--- src/rtl/isr_prefetch_queue.sv ---
// Instruction prefetch queue: buffers up to DEPTH fetched words and presents
// the oldest one to the decoder as the current instruction.
module isr_prefetch_queue #(
    parameter int WIDTH         = 16,
    parameter int DEPTH         = 4,
    parameter int FLUSH_KEEP_IN = 0,
    localparam int CW           = $clog2(DEPTH + 1)
) (
    input  logic             CLK,
    input  logic             CLR,
    input  logic [WIDTH-1:0] m_bus,
    input  logic             MIS,
    input  logic             ADV,
    input  logic             FLUSH,
    output logic [WIDTH-1:0] ISR,
    output logic             ISR_valid,
    output logic [CW-1:0]    count,
    output logic             full,
    output logic             FETCH_REQ,
    output logic             OVF
);

    localparam int PW = $clog2(DEPTH);

    logic [WIDTH-1:0] mem_q [DEPTH];
    logic [WIDTH-1:0] mem_d [DEPTH];
    logic [PW-1:0]    wp_q, wp_d;
    logic [PW-1:0]    rp_q, rp_d;
    logic [CW-1:0]    count_q, count_d;
    logic             ovf_q, ovf_d;

    logic full_w;
    logic pop;
    logic push;

    assign full_w = (count_q == CW'(DEPTH));
    assign pop    = ADV && (count_q != '0);
    assign push   = MIS && (!full_w || pop);

    always_comb begin
        mem_d   = mem_q;
        wp_d    = wp_q;
        rp_d    = rp_q;
        count_d = count_q;
        ovf_d   = ovf_q;
        if (FLUSH) begin
            // Queue becomes empty at the current write slot; a branch-target
            // word arriving now can become the new head straight away.
            rp_d    = wp_q;
            count_d = '0;
            if ((FLUSH_KEEP_IN != 0) && MIS) begin
                mem_d[wp_q] = m_bus;
                wp_d        = wp_q + PW'(1);
                count_d     = CW'(1);
            end
        end else begin
            if (push) begin
                mem_d[wp_q] = m_bus;
                wp_d        = wp_q + PW'(1);
            end
            if (pop) begin
                rp_d = rp_q + PW'(1);
            end
            if (push && !pop) begin
                count_d = count_q + CW'(1);
            end else if (pop && !push) begin
                count_d = count_q - CW'(1);
            end
            if (MIS && full_w && !pop) begin
                ovf_d = 1'b1;
            end
        end
    end

    always_ff @(posedge CLK) begin
        if (CLR) begin
            for (int i = 0; i < DEPTH; i++) begin
                mem_q[i] <= '0;
            end
            wp_q    <= '0;
            rp_q    <= '0;
            count_q <= '0;
            ovf_q   <= 1'b0;
        end else begin
            mem_q   <= mem_d;
            wp_q    <= wp_d;
            rp_q    <= rp_d;
            count_q <= count_d;
            ovf_q   <= ovf_d;
        end
    end

    assign ISR       = mem_q[rp_q];
    assign ISR_valid = (count_q != '0);
    assign count     = count_q;
    assign full      = full_w;
    assign FETCH_REQ = !full_w;
    assign OVF       = ovf_q;

endmodule
--- config.mk ---
export PLATFORM = sky130hd
export DESIGN_NAME = isr_prefetch_queue
export DESIGN_NICKNAME = d
export VERILOG_FILES = /design/src/rtl/isr_prefetch_queue.sv
export SDC_FILE = /design/constraint.sdc
export NUM_CORES = 1
export LEC_CHECK = 0
export CORE_UTILIZATION = 55
export DETAILED_ROUTE_END_ITERATION = 8
export PLACE_DENSITY = 0.84
export SYNTH_ARGS = -nofsm -noshare
export SYNTH_HDL_FRONTEND = slang
export SYNTH_SLANG_ARGS = --single-unit
export TNS_END_PERCENT = 50
--- constraint.sdc ---
create_clock -name CLK -period 3.27 [get_ports CLK]
set_input_delay 0.327 -clock CLK [delete_from_list [all_inputs] [get_ports CLK]]
set_output_delay 0.327 -clock CLK [all_outputs]
set_load 0.02 [all_outputs]
# After elaboration in Yosys (flattened, before gate mapping)
# Cells that the tools add are included.
dict set report classes {
  n_bitwise 3
  order_cmp 3
  mux 10
  n_eq_ne 1
  add_sub_neg 4
  n_reduce_logical 17
}
# op count
set op_table {}
lappend op_table {{64-bit bitwise mux} 1}
lappend op_table {{16-bit 2-to-1 mux} 3}
lappend op_table {{16-bit binary-select mux with 2-bit select} 1}
lappend op_table {{16-bit demux with 2-bit select} 1}
lappend op_table {{1-bit logical AND} 7}
lappend op_table {{3-bit >= comparator, second input constant} 2}
lappend op_table {{3-bit 2-to-1 mux} 2}
lappend op_table {{2-bit NOT with 3-bit output} 2}
lappend op_table {{2-bit by 1-bit adder with 2-bit output, second input constant} 2}
lappend op_table {{2-bit 2-to-1 mux} 2}
lappend op_table {{2-bit AND reduction} 2}
lappend op_table {{2-bit nonzero test} 2}
lappend op_table {{3-bit by 1-bit adder with 3-bit output, second input constant} 1}
lappend op_table {{3-bit equality test, second input constant} 1}
lappend op_table {{1-bit zero test} 3}
lappend op_table {{3-bit by 1-bit less-than comparator with 1-bit output, second input constant} 1}
lappend op_table {{3-bit nonzero test} 1}
lappend op_table {{3-bit by 1-bit subtractor with 3-bit output, second input constant} 1}
lappend op_table {{2-bit OR reduction} 1}
lappend op_table {{1-bit logical OR} 1}
lappend op_table {{1-bit NOT} 1}
dict set report totals {
  ff_bits 72
  elab_cells 46
  out_inout_bits 23
}

# Logic depth before layout (Yosys ltp)
dict set report logic_depth {
  word_depth 8
  depth_mapped 9
}

# Worst setup path after synthesis
# OpenSTA, ideal clock, no wires.
dict set report synth_path {
  path_kind {register to register}
  from {reg count_q[0], in the netlist count[0]}
  to {reg count_q[2], in the netlist count[2]}
  path_slack_ps 877
  arrival_ps 2308
  synth_period_minus_slack_ps 2393
  path_stages_with_launch 10
  setup_ps 86
  n_path_buf 1
  required_time_ps 3184
  cell_sequence {dfxtp_1 -> or4b_4 -> buf_6 -> and2_2 -> ha_1 -> inv_1 -> fa_1 -> xor2_1 -> or3_1 -> a211oi_1}
}
dict set report synth_between {
  elab_chain_len 7
  word_cells_on_any_way 15
  classes_between {2 x add/sub; 1 x eq/ne; 2 x mux; 10 x reduce/logical}
}
# element line_no
set synth_rtl {}
lappend synth_rtl {{start, declared} 29} ;# logic [CW-1:0] count_q, count_d;
lappend synth_rtl {{start signal, assigned} 88} ;# count_q <= count_d;
lappend synth_rtl {{parallel branches: the longest is 7 deep, another holds 3-bit by 1-bit subtractor with 3-bit output} --}
# Parallel ways; which one is timed is not known. The select of a mux whose other input is x is not followed.
# A chain may end at the register's enable or synchronous reset.

# Final worst setup path
dict set report layout_path {
  from {reg rp_q[0]}
  to {out ISR[3]}
}
dict set report layout_between {
  elab_chain_len 4
}
# element line_no
set layout_rtl {}
lappend layout_rtl {{start, declared} 28} ;# logic [PW-1:0] rp_q, rp_d;
lappend layout_rtl {{start signal, assigned} 87} ;# rp_q <= rp_d;
lappend layout_rtl {{2-bit NOT with 3-bit output (not written as such)} 93} ;# assign ISR = mem_q[rp_q];
lappend layout_rtl {{16-bit binary-select mux with 2-bit select} 93}
lappend layout_rtl {{16-bit 2-to-1 mux (not written as such) (2 in series)} 93}
lappend layout_rtl {{end, declared} 15} ;# output logic [WIDTH-1:0] ISR,
# Every way passes these cells. The select of a mux whose other input is x is not followed.

==> results.cfg <==
[global_routing]
grtUsageTotal_pct = 21.4
first_global_vias = 2200
antenna_found_initial = 0
grt_max_degree = 91
grt_pass1_wl_mm = 10.5
grt-ovfl-total = 0

[power_and_ir_drop]
p_seq_share_pct = 49.6
pwr-share-clk_pct = 36.3
switchingPower_w = 0.000454
p_comb_share_pct = 14.1
p_leak_nw = 1.74
p_int_w = 0.00141
switching_share_pct = 24.4
vdd_drop_max_mv = 0.335
powerDensity_nw_per_um2 = 457

[finish]
diodes = 0
layout_common_cells = nand2b_1 (82), dfxtp_1 (72), mux2i_1 (66), clkdlybuf4s50_1 (42), mux4_2 (16)
fillers = 457
fin_nets = 364
syn_to_final_growth_pct = 17.1
final_cells = 416
drive_gt1_share_pct = 12.6
final_common_cell = nand2b_1

[place]
dp_hpwl_mm = 4.05
dp.cells = 401
gp_congestion = 0.717
place_ws_ps = 566
io_buffers = 43

[timing]
finClkSkew_ps = 3.97
timing.slew.headroom_pct = 23.4
post-route-period-util_pct = 81.6
clock.fmax_ghz = 0.375
min_period_ps = 2670
setup_ws_ps = 600
setup_viol = 0
tightest_slew_ps = 1150
final_max_slew_viol_count = 0
hold_viol_final = 0
timing.hold.ws_ps = 473
rsz0062_at_grt = false
setup_tns_ps = 0

[drt]
wl_per_cell_um = 15.2
routed_via_density = 5.35
drtPass1Iterations = 4
drtIter0Drc = 137
vias = 2226
drtAntennaViolNets = 0
wl_mm = 6.32
route.detailed.drc = 0

[clocking]
htree_levels = 3
cts_sinks = 72
path_clk_slew_ps = 70
cts_buffers = 9
clockBufferDepth = 2
clkLatencyLatePin_ps = 340
cts_tree = built
post_cts.repair.setup_buffers = 0
hold_buffers = 0
cts-resized-gates = 0
ctsRootBufferMaster = clkbuf_8

[logic_synthesis]
syn-mean-instance-area_um2 = 11.5
synth_edf_count = 0
synth_cell_types = 34
netlist_top_cells_area = dfxtp_1 (41%), mux2i_1 (19%), nand2b_1 (15%)
synth_flop_cell = dfxtp_1
synth_seq_area_share_pct = 41.5
synth_cells = 303
synth_top_area_share_pct = 41.5
syn_nets = 330
yosysTopAreaCell = dfxtp_1
yosys_warnings = 0
async_reset_ff_share_pct = 0
syn_area_um2 = 3470
ys_ff_latch = 72

[floorplan]
core_um2 = 5990
die_x_um = 81.5
die_h_um = 81.5
rows = 28
initial_core_util_pct = 58.0
fp.dieArea_um2 = 6640
ios = 44

[critical_path]
crit_type = flip-flop to output pin
crit_path_end_kind = output pin
cp.required_ps = 2940
cp.arrival_ps = 2340
cp-start-kind = flip-flop
critPathMaxFanout = 13

[outcome]
status = complete, no violations

[job]
maxCapViolCount = 0

[min_path]
hold_path_class = flip-flop to flip-flop
[area by class of cell]
type / count / area, um2 / area share, %
clock buffer: 11 / 141 / 3.48
clock inverter: 4 / 45.0 / 1.11
timing repair buffer: 45 / 440 / 10.8
sequential: 72 / 1440 / 35.4
inverter: 5 / 18.8 / 0.461
multi-input combinational: 204 / 1890 / 46.4
tap: 75 / 93.8 / 2.31
[stage by stage]
stage / util (%) / area (um2) / power [W]
2_1_floorplan: - / 3470 / 0.00112
3_5_place_dp: 64.8 / 3880 / 0.00121
3_3_place_gp: 64.8 / 3880 / 0.00120
4_1_cts: 67.9 / 4070 / 0.00188
5_1_grt: 67.9 / 4070 / 0.00194
6_report: 67.9 / 4070 / 0.00186
[worst max-delay path, cell delays in order (launching register included)]
cell and delay [ps]:
dfxtp_1 530, buf_4 350, mux4_2 560, clkdlybuf4s50_1 560
[flip-flops by register name, indices dropped and copies added, names as in the netlist]
signal / cells
count: 3
OVF: 1
rp_q: 2
mem_q: 64
wp_q: 2
[routing by layer]
| metal | GRT usage, % | part of all wire (%) | vias to the layer above |
|---|---|---|---|
| li1 | - | - | 1108 |
| met1 | 27.6 | 48 | 1065 |
| met2 | 34.2 | 46 | 47 |
| met3 | 7.44 | 4.8 | 6 |
| met4 | 5.36 | 0.84 | 0 |
| met5 | 0 | 0 | - |
[cell families after synthesis]
group	count (synthesis)	synth area share, %
xor+xnor	4	1.01
simple gates	102	19.4
mux	83	29.7
flops	72	41.5
buf+inv	27	4.21
fa+ha+maj	6	2.38
compound gates	9	1.84
[worst paths after layout]
check	startpoint	to	slack (ps)	cells after the start
max reg2reg	count[0]	count[2]	880	8
min reg2reg	mem_q[6]	mem_q[6]	470	2
min	mem_q[6]	mem_q[6]	470	2
max	rp_q[0]	ISR[3]	600	3
[power groups by stage]
stage | Clock, W | Sequential (W) | Combinational [W]
final | 0.000675 | 0.000923 | 0.000262
after global routing | 0.000733 | 0.000927 | 0.000283
after CTS | 0.000692 | 0.000924 | 0.000265
after detailed placement | 0 | 0.000944 | 0.000263
after global placement | 0 | 0.000942 | 0.000259
after floorplan | 0 | 0.000940 | 0.000176
[cell usage after synthesis, types with 2 or more instances]
master     n
buf_6      2
mux4_2    16
xor2_1     4
mux2i_1   66
dfxtp_1   72
buf_4      3
a21oi_1    2
nor2_1     3
nand2_1    3
clkbuf_1  14
nand2b_1  82
buf_2      2
nand4_4    2
ha_1       5
and2_2     2
inv_1      5
a21o_1     2
nor3_1     2
No activity file was read; power rests on OpenSTA's default activity.
